### src/rtl/ooo_pkg.sv
// ooo_pkg: shared widths and defaults for the out-of-order issue path.
//   INST_ID_BIT_DFLT     instruction id width
//   REG_ID_BIT_DFLT      architectural register id width
//   IMM_BIT_DFLT         immediate width
//   SPEC_DEPTH_DFLT      number of outstanding speculative branch levels
//   SPEC_LEVEL_BIT_DFLT  width of a speculation level (0..SPEC_DEPTH)
//   GRANT_CNT_BIT        width of one per-FIFO grant counter
package ooo_pkg;

    localparam int unsigned INST_ID_BIT_DFLT    = 8;
    localparam int unsigned REG_ID_BIT_DFLT     = 3;
    localparam int unsigned IMM_BIT_DFLT        = 4;
    localparam int unsigned SPEC_DEPTH_DFLT     = 4;
    localparam int unsigned SPEC_LEVEL_BIT_DFLT = $clog2(SPEC_DEPTH_DFLT) + 1;

    localparam int unsigned GRANT_CNT_BIT = 16;
    localparam logic [GRANT_CNT_BIT-1:0] GRANT_CNT_MAX = '1;

endpackage : ooo_pkg

### src/rtl/issue_arbiter_rr_pick.sv
// rr_pick: combinational round-robin picker.
// Searches req starting at rr_ptr, ascending, wrapping NUM_FIFO-1 -> 0,
// and returns the first requester found.
//   req        in   NUM_FIFO  request vector
//   rr_ptr     in   SRC_BIT   index where the search starts
//   grant      out  NUM_FIFO  one-hot pick (all zero when req is zero)
//   grant_idx  out  SRC_BIT   index of the pick
//   grant_any  out  1         some request was found
module rr_pick
    import ooo_pkg::*;
#(
    parameter int unsigned NUM_FIFO = 4,
    parameter int unsigned SRC_BIT  = $clog2(NUM_FIFO)
) (
    input  logic [NUM_FIFO-1:0] req,
    input  logic [SRC_BIT-1:0]  rr_ptr,
    output logic [NUM_FIFO-1:0] grant,
    output logic [SRC_BIT-1:0]  grant_idx,
    output logic                grant_any
);

    int unsigned pos;

    // First requester at or after rr_ptr in circular order.
    always_comb begin
        grant     = '0;
        grant_idx = '0;
        grant_any = 1'b0;
        pos       = 0;
        for (int unsigned i = 0; i < NUM_FIFO; i++) begin
            pos = (32'(rr_ptr) + i) % NUM_FIFO;
            if (!grant_any && req[SRC_BIT'(pos)]) begin
                grant[SRC_BIT'(pos)] = 1'b1;
                grant_idx            = SRC_BIT'(pos);
                grant_any            = 1'b1;
            end
        end
    end

endmodule : rr_pick

### src/rtl/issue_arbiter.sv
// issue_arbiter: round-robin arbiter draining NUM_FIFO issue FIFO heads into
// one functional unit through a single output entry register. The held entry
// tracks branch resolution: a failing branch at or below its level kills it,
// a succeeding branch remaps its speculation level.
//
// Optional feature macro: ISSUE_ARB_GRANT_CNT_EN adds per-FIFO saturating
// 16-bit grant counters on output grant_cnt.
//
// Ports:
//   clk, rst_n                 clock, async active-low reset
//   req_vld / req_rdy          per-FIFO head valid / grant (pop), req_rdy combinational
//   req_id .. req_spec_level   flattened per-FIFO head payload, FIFO k at slice k
//   out_vld / out_rdy          issue handshake toward the functional unit
//   out_id .. out_spec_level   held payload (spec level remapped in a success cycle)
//   out_src                    FIFO index the held entry came from
//   br_pred_*                  branch resolution (always accepted)
//   grant_cnt                  per-FIFO grant counters (ISSUE_ARB_GRANT_CNT_EN only)
module issue_arbiter
    import ooo_pkg::*;
#(
    parameter int unsigned NUM_FIFO       = 4,
    parameter int unsigned INST_ID_BIT    = INST_ID_BIT_DFLT,
    parameter int unsigned REG_ID_BIT     = REG_ID_BIT_DFLT,
    parameter int unsigned IMM_BIT        = IMM_BIT_DFLT,
    parameter int unsigned SPEC_DEPTH     = SPEC_DEPTH_DFLT,
    parameter int unsigned SPEC_LEVEL_BIT = SPEC_LEVEL_BIT_DFLT,
    parameter int unsigned SRC_BIT        = $clog2(NUM_FIFO)
) (
    input  logic                                     clk,
    input  logic                                     rst_n,

    input  logic [NUM_FIFO-1:0]                      req_vld,
    output logic [NUM_FIFO-1:0]                      req_rdy,
    input  logic [NUM_FIFO*INST_ID_BIT-1:0]          req_id,
    input  logic [NUM_FIFO*REG_ID_BIT-1:0]           req_dst_reg,
    input  logic [NUM_FIFO*REG_ID_BIT-1:0]           req_src_reg0,
    input  logic [NUM_FIFO*REG_ID_BIT-1:0]           req_src_reg1,
    input  logic [NUM_FIFO*IMM_BIT-1:0]              req_imm,
    input  logic [NUM_FIFO*SPEC_LEVEL_BIT-1:0]       req_spec_level,

    output logic                                     out_vld,
    input  logic                                     out_rdy,
    output logic [INST_ID_BIT-1:0]                   out_id,
    output logic [REG_ID_BIT-1:0]                    out_dst_reg,
    output logic [REG_ID_BIT-1:0]                    out_src_reg0,
    output logic [REG_ID_BIT-1:0]                    out_src_reg1,
    output logic [IMM_BIT-1:0]                       out_imm,
    output logic [SPEC_LEVEL_BIT-1:0]                out_spec_level,
    output logic [SRC_BIT-1:0]                       out_src,

    input  logic                                     br_pred_vld,
    output logic                                     br_pred_rdy,
    input  logic                                     br_pred_succ,
    input  logic [SPEC_LEVEL_BIT-1:0]                br_pred_fail_level,
    input  logic [SPEC_LEVEL_BIT*(SPEC_DEPTH+1)-1:0] br_pred_succ_nxt_levels
`ifdef ISSUE_ARB_GRANT_CNT_EN
    ,
    output logic [NUM_FIFO*GRANT_CNT_BIT-1:0]        grant_cnt
`endif
);

    // Per-FIFO views of the flattened payload buses.
    logic [INST_ID_BIT-1:0]    fifo_id   [NUM_FIFO];
    logic [REG_ID_BIT-1:0]     fifo_dst  [NUM_FIFO];
    logic [REG_ID_BIT-1:0]     fifo_src0 [NUM_FIFO];
    logic [REG_ID_BIT-1:0]     fifo_src1 [NUM_FIFO];
    logic [IMM_BIT-1:0]        fifo_imm  [NUM_FIFO];
    logic [SPEC_LEVEL_BIT-1:0] fifo_spec [NUM_FIFO];
    logic [SPEC_LEVEL_BIT-1:0] nxt_level [SPEC_DEPTH+1];

    for (genvar k = 0; k < NUM_FIFO; k++) begin : g_unpack
        assign fifo_id[k]   = req_id[k*INST_ID_BIT +: INST_ID_BIT];
        assign fifo_dst[k]  = req_dst_reg[k*REG_ID_BIT +: REG_ID_BIT];
        assign fifo_src0[k] = req_src_reg0[k*REG_ID_BIT +: REG_ID_BIT];
        assign fifo_src1[k] = req_src_reg1[k*REG_ID_BIT +: REG_ID_BIT];
        assign fifo_imm[k]  = req_imm[k*IMM_BIT +: IMM_BIT];
        assign fifo_spec[k] = req_spec_level[k*SPEC_LEVEL_BIT +: SPEC_LEVEL_BIT];
    end

    for (genvar l = 0; l <= SPEC_DEPTH; l++) begin : g_nxt
        assign nxt_level[l] = br_pred_succ_nxt_levels[l*SPEC_LEVEL_BIT +: SPEC_LEVEL_BIT];
    end

    // Output entry register and round-robin pointer.
    logic                      held_vld;
    logic [INST_ID_BIT-1:0]    held_id;
    logic [REG_ID_BIT-1:0]     held_dst;
    logic [REG_ID_BIT-1:0]     held_src0;
    logic [REG_ID_BIT-1:0]     held_src1;
    logic [IMM_BIT-1:0]        held_imm;
    logic [SPEC_LEVEL_BIT-1:0] held_spec;
    logic [SRC_BIT-1:0]        held_src;
    logic [SRC_BIT-1:0]        rr_ptr;

    logic [NUM_FIFO-1:0]       pick_oh;
    logic [SRC_BIT-1:0]        pick_idx;
    logic                      pick_any;

    logic                      held_kill;
    logic                      drain;
    logic                      slot_free;
    logic                      grant_any;
    logic                      br_succ;
    logic [SPEC_LEVEL_BIT-1:0] remap_level;

    rr_pick #(
        .NUM_FIFO (NUM_FIFO),
        .SRC_BIT  (SRC_BIT)
    ) u_rr_pick (
        .req       (req_vld),
        .rr_ptr    (rr_ptr),
        .grant     (pick_oh),
        .grant_idx (pick_idx),
        .grant_any (pick_any)
    );

    // Level the held entry moves to when its older branch resolves correctly;
    // an out-of-range level keeps its value.
    always_comb begin
        remap_level = held_spec;
        if (32'(held_spec) <= SPEC_DEPTH) begin
            remap_level = nxt_level[held_spec];
        end
    end

    // Kill, drain and slot-free decode; a kill or drain frees the slot for a
    // grant in the same cycle. rst_n gates req_rdy so no FIFO pops in reset.
    always_comb begin
        br_succ   = br_pred_vld && br_pred_succ;
        held_kill = br_pred_vld && !br_pred_succ && held_vld &&
                    (held_spec >= br_pred_fail_level);
        out_vld   = held_vld && !held_kill;
        drain     = out_vld && out_rdy;
        slot_free = !held_vld || drain || held_kill;
        grant_any = rst_n && slot_free && pick_any;
        req_rdy   = grant_any ? pick_oh : '0;
    end

    assign out_id         = held_id;
    assign out_dst_reg    = held_dst;
    assign out_src_reg0   = held_src0;
    assign out_src_reg1   = held_src1;
    assign out_imm        = held_imm;
    assign out_src        = held_src;
    assign out_spec_level = br_succ ? remap_level : held_spec;
    assign br_pred_rdy    = 1'b1;

    // Entry load / clear / remap and pointer advance.
    always_ff @(posedge clk or negedge rst_n) begin
        if (!rst_n) begin
            held_vld  <= 1'b0;
            held_id   <= '0;
            held_dst  <= '0;
            held_src0 <= '0;
            held_src1 <= '0;
            held_imm  <= '0;
            held_spec <= '0;
            held_src  <= '0;
            rr_ptr    <= '0;
        end else if (grant_any) begin
            held_vld  <= 1'b1;
            held_id   <= fifo_id[pick_idx];
            held_dst  <= fifo_dst[pick_idx];
            held_src0 <= fifo_src0[pick_idx];
            held_src1 <= fifo_src1[pick_idx];
            held_imm  <= fifo_imm[pick_idx];
            held_spec <= fifo_spec[pick_idx];
            held_src  <= pick_idx;
            rr_ptr    <= (pick_idx == SRC_BIT'(NUM_FIFO - 1)) ? '0
                                                              : pick_idx + SRC_BIT'(1);
        end else if (drain || held_kill) begin
            held_vld  <= 1'b0;
        end else if (br_succ && held_vld) begin
            held_spec <= remap_level;
        end
    end

`ifdef ISSUE_ARB_GRANT_CNT_EN
    // Saturating per-FIFO grant counters.
    for (genvar k = 0; k < NUM_FIFO; k++) begin : g_cnt
        logic [GRANT_CNT_BIT-1:0] cnt;

        always_ff @(posedge clk or negedge rst_n) begin
            if (!rst_n) begin
                cnt <= '0;
            end else if (req_rdy[k] && (cnt != GRANT_CNT_MAX)) begin
                cnt <= cnt + GRANT_CNT_BIT'(1);
            end
        end

        assign grant_cnt[k*GRANT_CNT_BIT +: GRANT_CNT_BIT] = cnt;
    end
`endif

endmodule : issue_arbiter

### config.mk
export PLATFORM = sky130hd
export DESIGN_NAME = issue_arbiter
export DESIGN_NICKNAME = d
export VERILOG_FILES = /design/src/rtl/ooo_pkg.sv /design/src/rtl/issue_arbiter_rr_pick.sv /design/src/rtl/issue_arbiter.sv
export SDC_FILE = /design/constraint.sdc
export NUM_CORES = 1
export LEC_CHECK = 0
export BUFFER_PORTS_ARGS = -buffer_cell sky130_fd_sc_hd__buf_2
export CORE_ASPECT_RATIO = 0.8
export CORE_MARGIN = 2
export CORE_UTILIZATION = 45
export DETAILED_ROUTE_END_ITERATION = 8
export GPL_ROUTABILITY_DRIVEN = 1
export HOLD_SLACK_MARGIN = 0.12
export PLACE_DENSITY = 0.82
export SLEW_MARGIN = 0
export SYNTH_ARGS = -nofsm -noshare
export SYNTH_HDL_FRONTEND = slang
export SYNTH_SLANG_ARGS = --single-unit
### constraint.sdc
create_clock -name clk -period 4.72 [get_ports clk]
set_clock_uncertainty 0.15 [all_clocks]
set_input_delay 0.472 -clock clk [delete_from_list [all_inputs] [get_ports clk]]
set_output_delay 0.472 -clock clk [all_outputs]
set_load 0.05 [all_outputs]
==> results of run 1 <==
[path summary, 6_finish.rpt]
| path | from | to | slack [ns] |
|---|---|---|---|
| max | rr_ptr[1] | req_rdy[2] | 0.66 |
| min | rst_n | out_src[1] | 0.10 |
| max reg2reg | rr_ptr[1] | held_spec[2] | 0.82 |
| min reg2reg | out_src[0] | out_src[0] | 0.35 |
| max in group asynchronous | rst_n | held_vld | 3.82 |
| min in group clk | req_src_reg0[1] | out_src_reg0[1] | 0.26 |
[logic make-up (layout without fill, tap and decap cells)]
| kind of cell | count (synthesis) | after routing | share of synthesized area, % |
|---|---|---|---|
| mux | 9 | 9 | 4.70 |
| xor+xnor | 3 | 3 | 1.21 |
| buf+inv | 36 | 173 | 10.3 |
| simple gates | 153 | 153 | 31.3 |
| fa+ha+maj | 11 | 11 | 4.93 |
| compound gates | 71 | 71 | 21.5 |
| flops | 29 | 29 | 26.0 |
| other cells | 1 | 1 | 0.134 |
[cells in the final DEF (no fill, tap or decap), drive strengths merged, types with 6 or more instances in the layout]
cell type	Yosys	routed
a21oi	14	14
nand2	36	36
nor4	17	17
o21ai	6	6
a221o	16	16
a22oi	6	6
ha	11	11
nor3	33	33
nor2	44	44
buf	20	157
inv	8	8
dfrtp	29	29
[power by group through the flow]
stage | Sequential (µW) | Clock [µW] | Combinational (µW)
2_1_floorplan | 805 | 0 | 1510
3_3_place_gp | 499 | 0 | 2030
3_5_place_dp | 506 | 0 | 2080
4_1_cts | 502 | 207 | 2080
5_1_grt | 528 | 220 | 2260
6_report | 504 | 204 | 2090
[cell type report]
type                            count  area, µm²
Fill cell                         539       2420
Clock buffer                        5       68.8
Sequential cell                    29        726
Tap cell                           81        101
Inverter                            8       30.0
Multi-Input combinational cell    248       1780
Timing Repair Buffer              157        796
Clock inverter                      3       17.5
[layer usage]
| layer | routed length (µm) | up-vias | part of all wire, % | GRT usage (%) |
|---|---|---|---|---|
| met5 | 0 | - | 0 | 0 |
| met4 | 104 | 0 | 1.2 | 3.81 |
| met3 | 675 | 12 | 7.9 | 4.86 |
| met2 | 4120 | 150 | 48 | 40.2 |
| met1 | 3620 | 1429 | 43 | 32.7 |
| li1 | - | 1449 | - | - |
[metrics by stage]
| stage | hold WS [ns] | utilization, % | instance area [µm²] |
|---|---|---|---|
| after detailed placement | 0.326 | 57.8 | 3430 |
| after CTS | 0.122 | 59.2 | 3520 |
| after floorplan | 0.0264 | - | 2790 |
| final | 0.102 | 59.2 | 3520 |
| after global routing | 0.161 | 59.2 | 3520 |
| after global placement | 0.324 | 57.8 | 3430 |
[worst max-delay path, cell delays in order, from the launching register on]
cell      delay [ns]
dfrtp_1         0.62
inv_1           0.21
ha_1            0.48
mux4_2          0.67
nor4_1          0.59
a221oi_1        0.17
nor2_1          0.13
buf_2           0.28
==> results.cfg, run 1 <==
[outcome]
status = finished, final reports clean

[synth]
synth_top_area_cell = dfrtp_1
synth_cells = 313
synth_edf_count = 0
synth-async-reset-ratio_pct = 100
synth_seq_cells = 29
synth_cell_types = 59
avgSynthCellArea_um2 = 8.93
ys.flop_type = dfrtp_1
synth_top_cell_area_share_pct = 26.0
yosys_warnings = 0
ys_seq_area_share_pct = 26.0
synthTopCellsByCount = 42 x nor2_1, 36 x nand2_1, 29 x dfrtp_1
syn-num-nets = 447
syn_area_um2 = 2790
synth_area_leaders = dfrtp_1 26%, a221o_1 5.7%, buf_6 5.6%, nor2_1 5.6%, ha_1 4.9%
yosysMostFrequentCell = nor2_1

[worst_hold_path]
hp-class = in -> async

[sta]
hold_violations = 0
relSlewSlack_pct = 35.7
fin_tns_setup_ns = 0
rsz0062_at_grt = no
report.final.slew_viol_count = 0
setup_viol = 0
fin_crit_ns = 4.06
fmax_mhz = 246
worst_pin_slew_ns = 0.961
period_share_pct = 86.0
fin_ws_ns = 0.661

[finish]
layout.nets = 583
largest_register_ffs = 8
areaGrowthSynthToFinish_pct = 26.0
antenna_cells = 0
instances_no_fill = 531
layout-drive-gt1-share_pct = 45.1

[flow_run]
maxCapViolCount = 0

[critical_path]
cp-end-kind = primary output
cp_data_required_time_ns = 4.10
r2r_cells = 9
worstSetupPathType = reg -> out
arrival_ns = 3.44
worstPathMaxFanout = 15
critPathLaunchType = flip-flop

[floorplanning]
die_h_um = 74.5
ioPinCount = 155
core_area_um2 = 5940
die_area_um2 = 6860
start_util_pct = 47.0
row_count = 25
dieWidth_um = 92.1

[routing]
wire_per_inst_um = 16.0
vias = 3040
drc_errors = 0
viasPerCell = 5.73
dr.pass1.iters = 5
wirelength_um = 8520
postRouteAntennaNets = 0
drt-initial-drc-count = 178

[placement]
port_buffers = 153
dp_cells = 523
hpwl_um = 6500
place_ws_ns = 0.869
gp_congestion = 0.806

[clock_tree]
clk_pin_slew_ns = 0.07
clock_path_buffers = 2
cts.htree.levels = 2
post_cts_buffers = 0
cts_tree = built
cts-resized-gates = 0
cts-root-buf = clkbuf_8
cts_hold_buffers = 0
clock_sinks = 29
cts_buffers = 5
clock_latency_ns = 0.28

[power_and_ir_drop]
switching_share_pct = 57.4
internal_power_uw = 1190
powerDensity_nw_per_um2 = 795
ir_drop_uv = 363
p_sw_uw = 1610
p_leak_uw = 0.00164
p_clk_share_pct = 7.3
finalPower_uw = 2800
power_frac_comb_pct = 74.7
pwr-share-seq_pct = 18.0

[grt]
grt_max_degree = 33
grt_pass1_vias = 2723
overflow = 0
grt_pass1_wl_um = 13100
grt_antenna_before_repair = 0
groute.usage.overall_pct = 23.8
Power figures use the tool's default switching activity.
==> run 2, diff against run 1 <==
--- a/config.mk
+++ b/config.mk
@@ -6,13 +6,15 @@
 export NUM_CORES = 1
 export LEC_CHECK = 0
 export BUFFER_PORTS_ARGS = -buffer_cell sky130_fd_sc_hd__buf_2
+export CELL_PAD_IN_SITES_DETAIL_PLACEMENT = 1
+export CELL_PAD_IN_SITES_GLOBAL_PLACEMENT = 1
 export CORE_ASPECT_RATIO = 0.8
 export CORE_MARGIN = 2
-export CORE_UTILIZATION = 45
+export CORE_UTILIZATION = 32
 export DETAILED_ROUTE_END_ITERATION = 8
 export GPL_ROUTABILITY_DRIVEN = 1
 export HOLD_SLACK_MARGIN = 0.12
-export PLACE_DENSITY = 0.82
+export PLACE_DENSITY = 0.83
 export SLEW_MARGIN = 0
 export SYNTH_ARGS = -nofsm -noshare
 export SYNTH_HDL_FRONTEND = slang
==> run 2 against run 1 <==
  * Count of clock-buffer cells in the layout unchanged
  * Wire length up 17%
  * Non-clock buffer count up 1
  * Critical path type unchanged
  * Critical endpoint is now req_rdy[3]
==> results.cfg, run 2 (synthesis gave the netlist of run 1 again) <==
[worst_hold_path]
holdPathEnd = out_imm[0]
min_path_cells = 2
hp-class = in -> reg
hold_start = req_imm[0]

[sta]
relSlewSlack_pct = 33.7
worst_pin_slew_ns = 0.990
report.final.slew_viol_count = 0
setup_viol = 0
hold_violations = 0
period_share_pct = 89.3
rsz0062_at_grt = no
fmax_mhz = 237
fin_tns_setup_ns = 0
fin_crit_ns = 4.22

[power_and_ir_drop]
power_frac_comb_pct = 75.3
ir_drop_uv = 288
pwr-share-seq_pct = 17.3
p_clk_share_pct = 7.4
p_leak_uw = 0.00164
internal_power_uw = 1190
powerDensity_nw_per_um2 = 799
switching_share_pct = 58.1
p_sw_uw = 1660
finalPower_uw = 2850

[grt]
grt_busiest_layer = met2
grt_pass1_wl_um = 14900
gr-usage-met3_pct = 4.09
grt_antenna_before_repair = 0
overflow = 0
grt_pass1_vias = 3019
groute.usage.overall_pct = 20.0
use_met1_pct = 25.7
grt_max_degree = 38
use_met2_pct = 35.1

[placement]
hpwl_um = 7790
port_buffers = 153
gp_congestion = 0.858
placement.cell_area_um2 = 3470

[routing]
drc_errors = 0
vias = 3048
drt-initial-drc-count = 144
viasPerCell = 5.41
wire_per_inst_um = 17.8
wirelength_um = 10000
postRouteAntennaNets = 0
dr.pass1.iters = 4

[finish]
layout.nets = 584
layout_commonest_cell = buf_2
areaGrowthSynthToFinish_pct = 27.7
layout-drive-gt1-share_pct = 45.0
utilization_pct = 42.1
multi_input_area_um2 = 1780
largest_register_ffs = 8
fillers = 1068
antenna_cells = 0
stdcell_area_um2 = 3570
final_cell_mix = 153 x buf_2, 42 x nor2_1, 36 x nand2_1
regArea_um2 = 726

[clock_tree]
clock_latency_ns = 0.29
cts_buffers = 5
clk_pin_slew_ns = 0.07
clock_sinks = 29
cts-root-buf = clkbuf_8
cts_tree = built
cts.htree.levels = 2
clock_path_buffers = 2

[flow_run]
maxCapViolCount = 0

[floorplanning]
ioPinCount = 155
dieWidth_um = 108
die_h_um = 87.6
die_area_um2 = 9500
row_count = 30
start_util_pct = 32.9
core_area_um2 = 8480

[critical_path]
cp-end-kind = primary output
worstPathMaxFanout = 15
arrival_ns = 3.59
critPathLaunchType = flip-flop
r2r_cells = 9
r2r_slack_ns = 0.69
regToRegEndpoint = held_spec[2]
cp_data_required_time_ns = 4.10
timing.rr.start = rr_ptr[1]
setup.worst_path.start = rr_ptr[1]
worstSetupPathType = reg -> out

[outcome]
status = finished, final reports clean
[run 2: changes by cell type in the layout (fill, tap and decap cells not counted)]
cell,change
dlygate4sd3_1,+1
[run 2: worst max path at each step]
stage | endpoint | slack (ns)
after CTS | req_rdy[3] | 0.59
after global placement | held_spec[2] | 1.00
after floorplan | req_rdy[0] | 1.0
after global routing | req_rdy[3] | 0.27
final | req_rdy[3] | 0.50
after detailed placement | held_spec[2] | 0.76
[run 2: repair_timing]
action	CTS	global route
hold endpoints to repair	26	0
buffers inserted	0	0
gates resized for setup	0	0
hold buffers	1	0
[run 2: power by group through the flow]
| stage | Sequential, µW | Clock (µW) | Combinational, µW |
|---|---|---|---|
| 2_1_floorplan | 805 | 0 | 1510 |
| 3_3_place_gp | 488 | 0 | 2090 |
| 3_5_place_dp | 499 | 0 | 2140 |
| 4_1_cts | 494 | 214 | 2150 |
| 5_1_grt | 512 | 230 | 2310 |
| 6_report | 493 | 210 | 2150 |
[run 2: routing by layer]
metal / wire [µm] / up-vias
met4: 144 / 0
met3: 532 / 12
met2: 5010 / 86
met5: 0 / -
li1: - / 1444
met1: 4320 / 1506
[run 2: worst max-delay path: stages, from the launching register on]
cell and delay [ns]:
dfrtp_1 0.63, inv_1 0.24, ha_1 0.51, mux4_2 0.68, nor4_1 0.63, a221oi_1 0.17, nor2_1 0.16, buf_2 0.28
[run 2: final cells by class]
type	count	area share (%)
multi-input cells	248	49.9
repair buffers	158	22.6
clock inverters	3	0.491
flip-flops and latches	29	20.3
inverters	8	0.842
clock buffers	5	1.93
well taps	112	3.93
[run 2: per-stage QoR]
step / worst slack, ns / hold slack [ns] / std cells
6_report: 0.504 / 0.260 / 563
5_1_grt: 0.268 / 0.248 / 563
4_1_cts: 0.591 / 0.255 / 563
3_5_place_dp: 0.757 / 0.337 / 554
3_3_place_gp: 1.00 / 0.329 / 554
2_1_floorplan: 0.999 / 0.0264 / 313
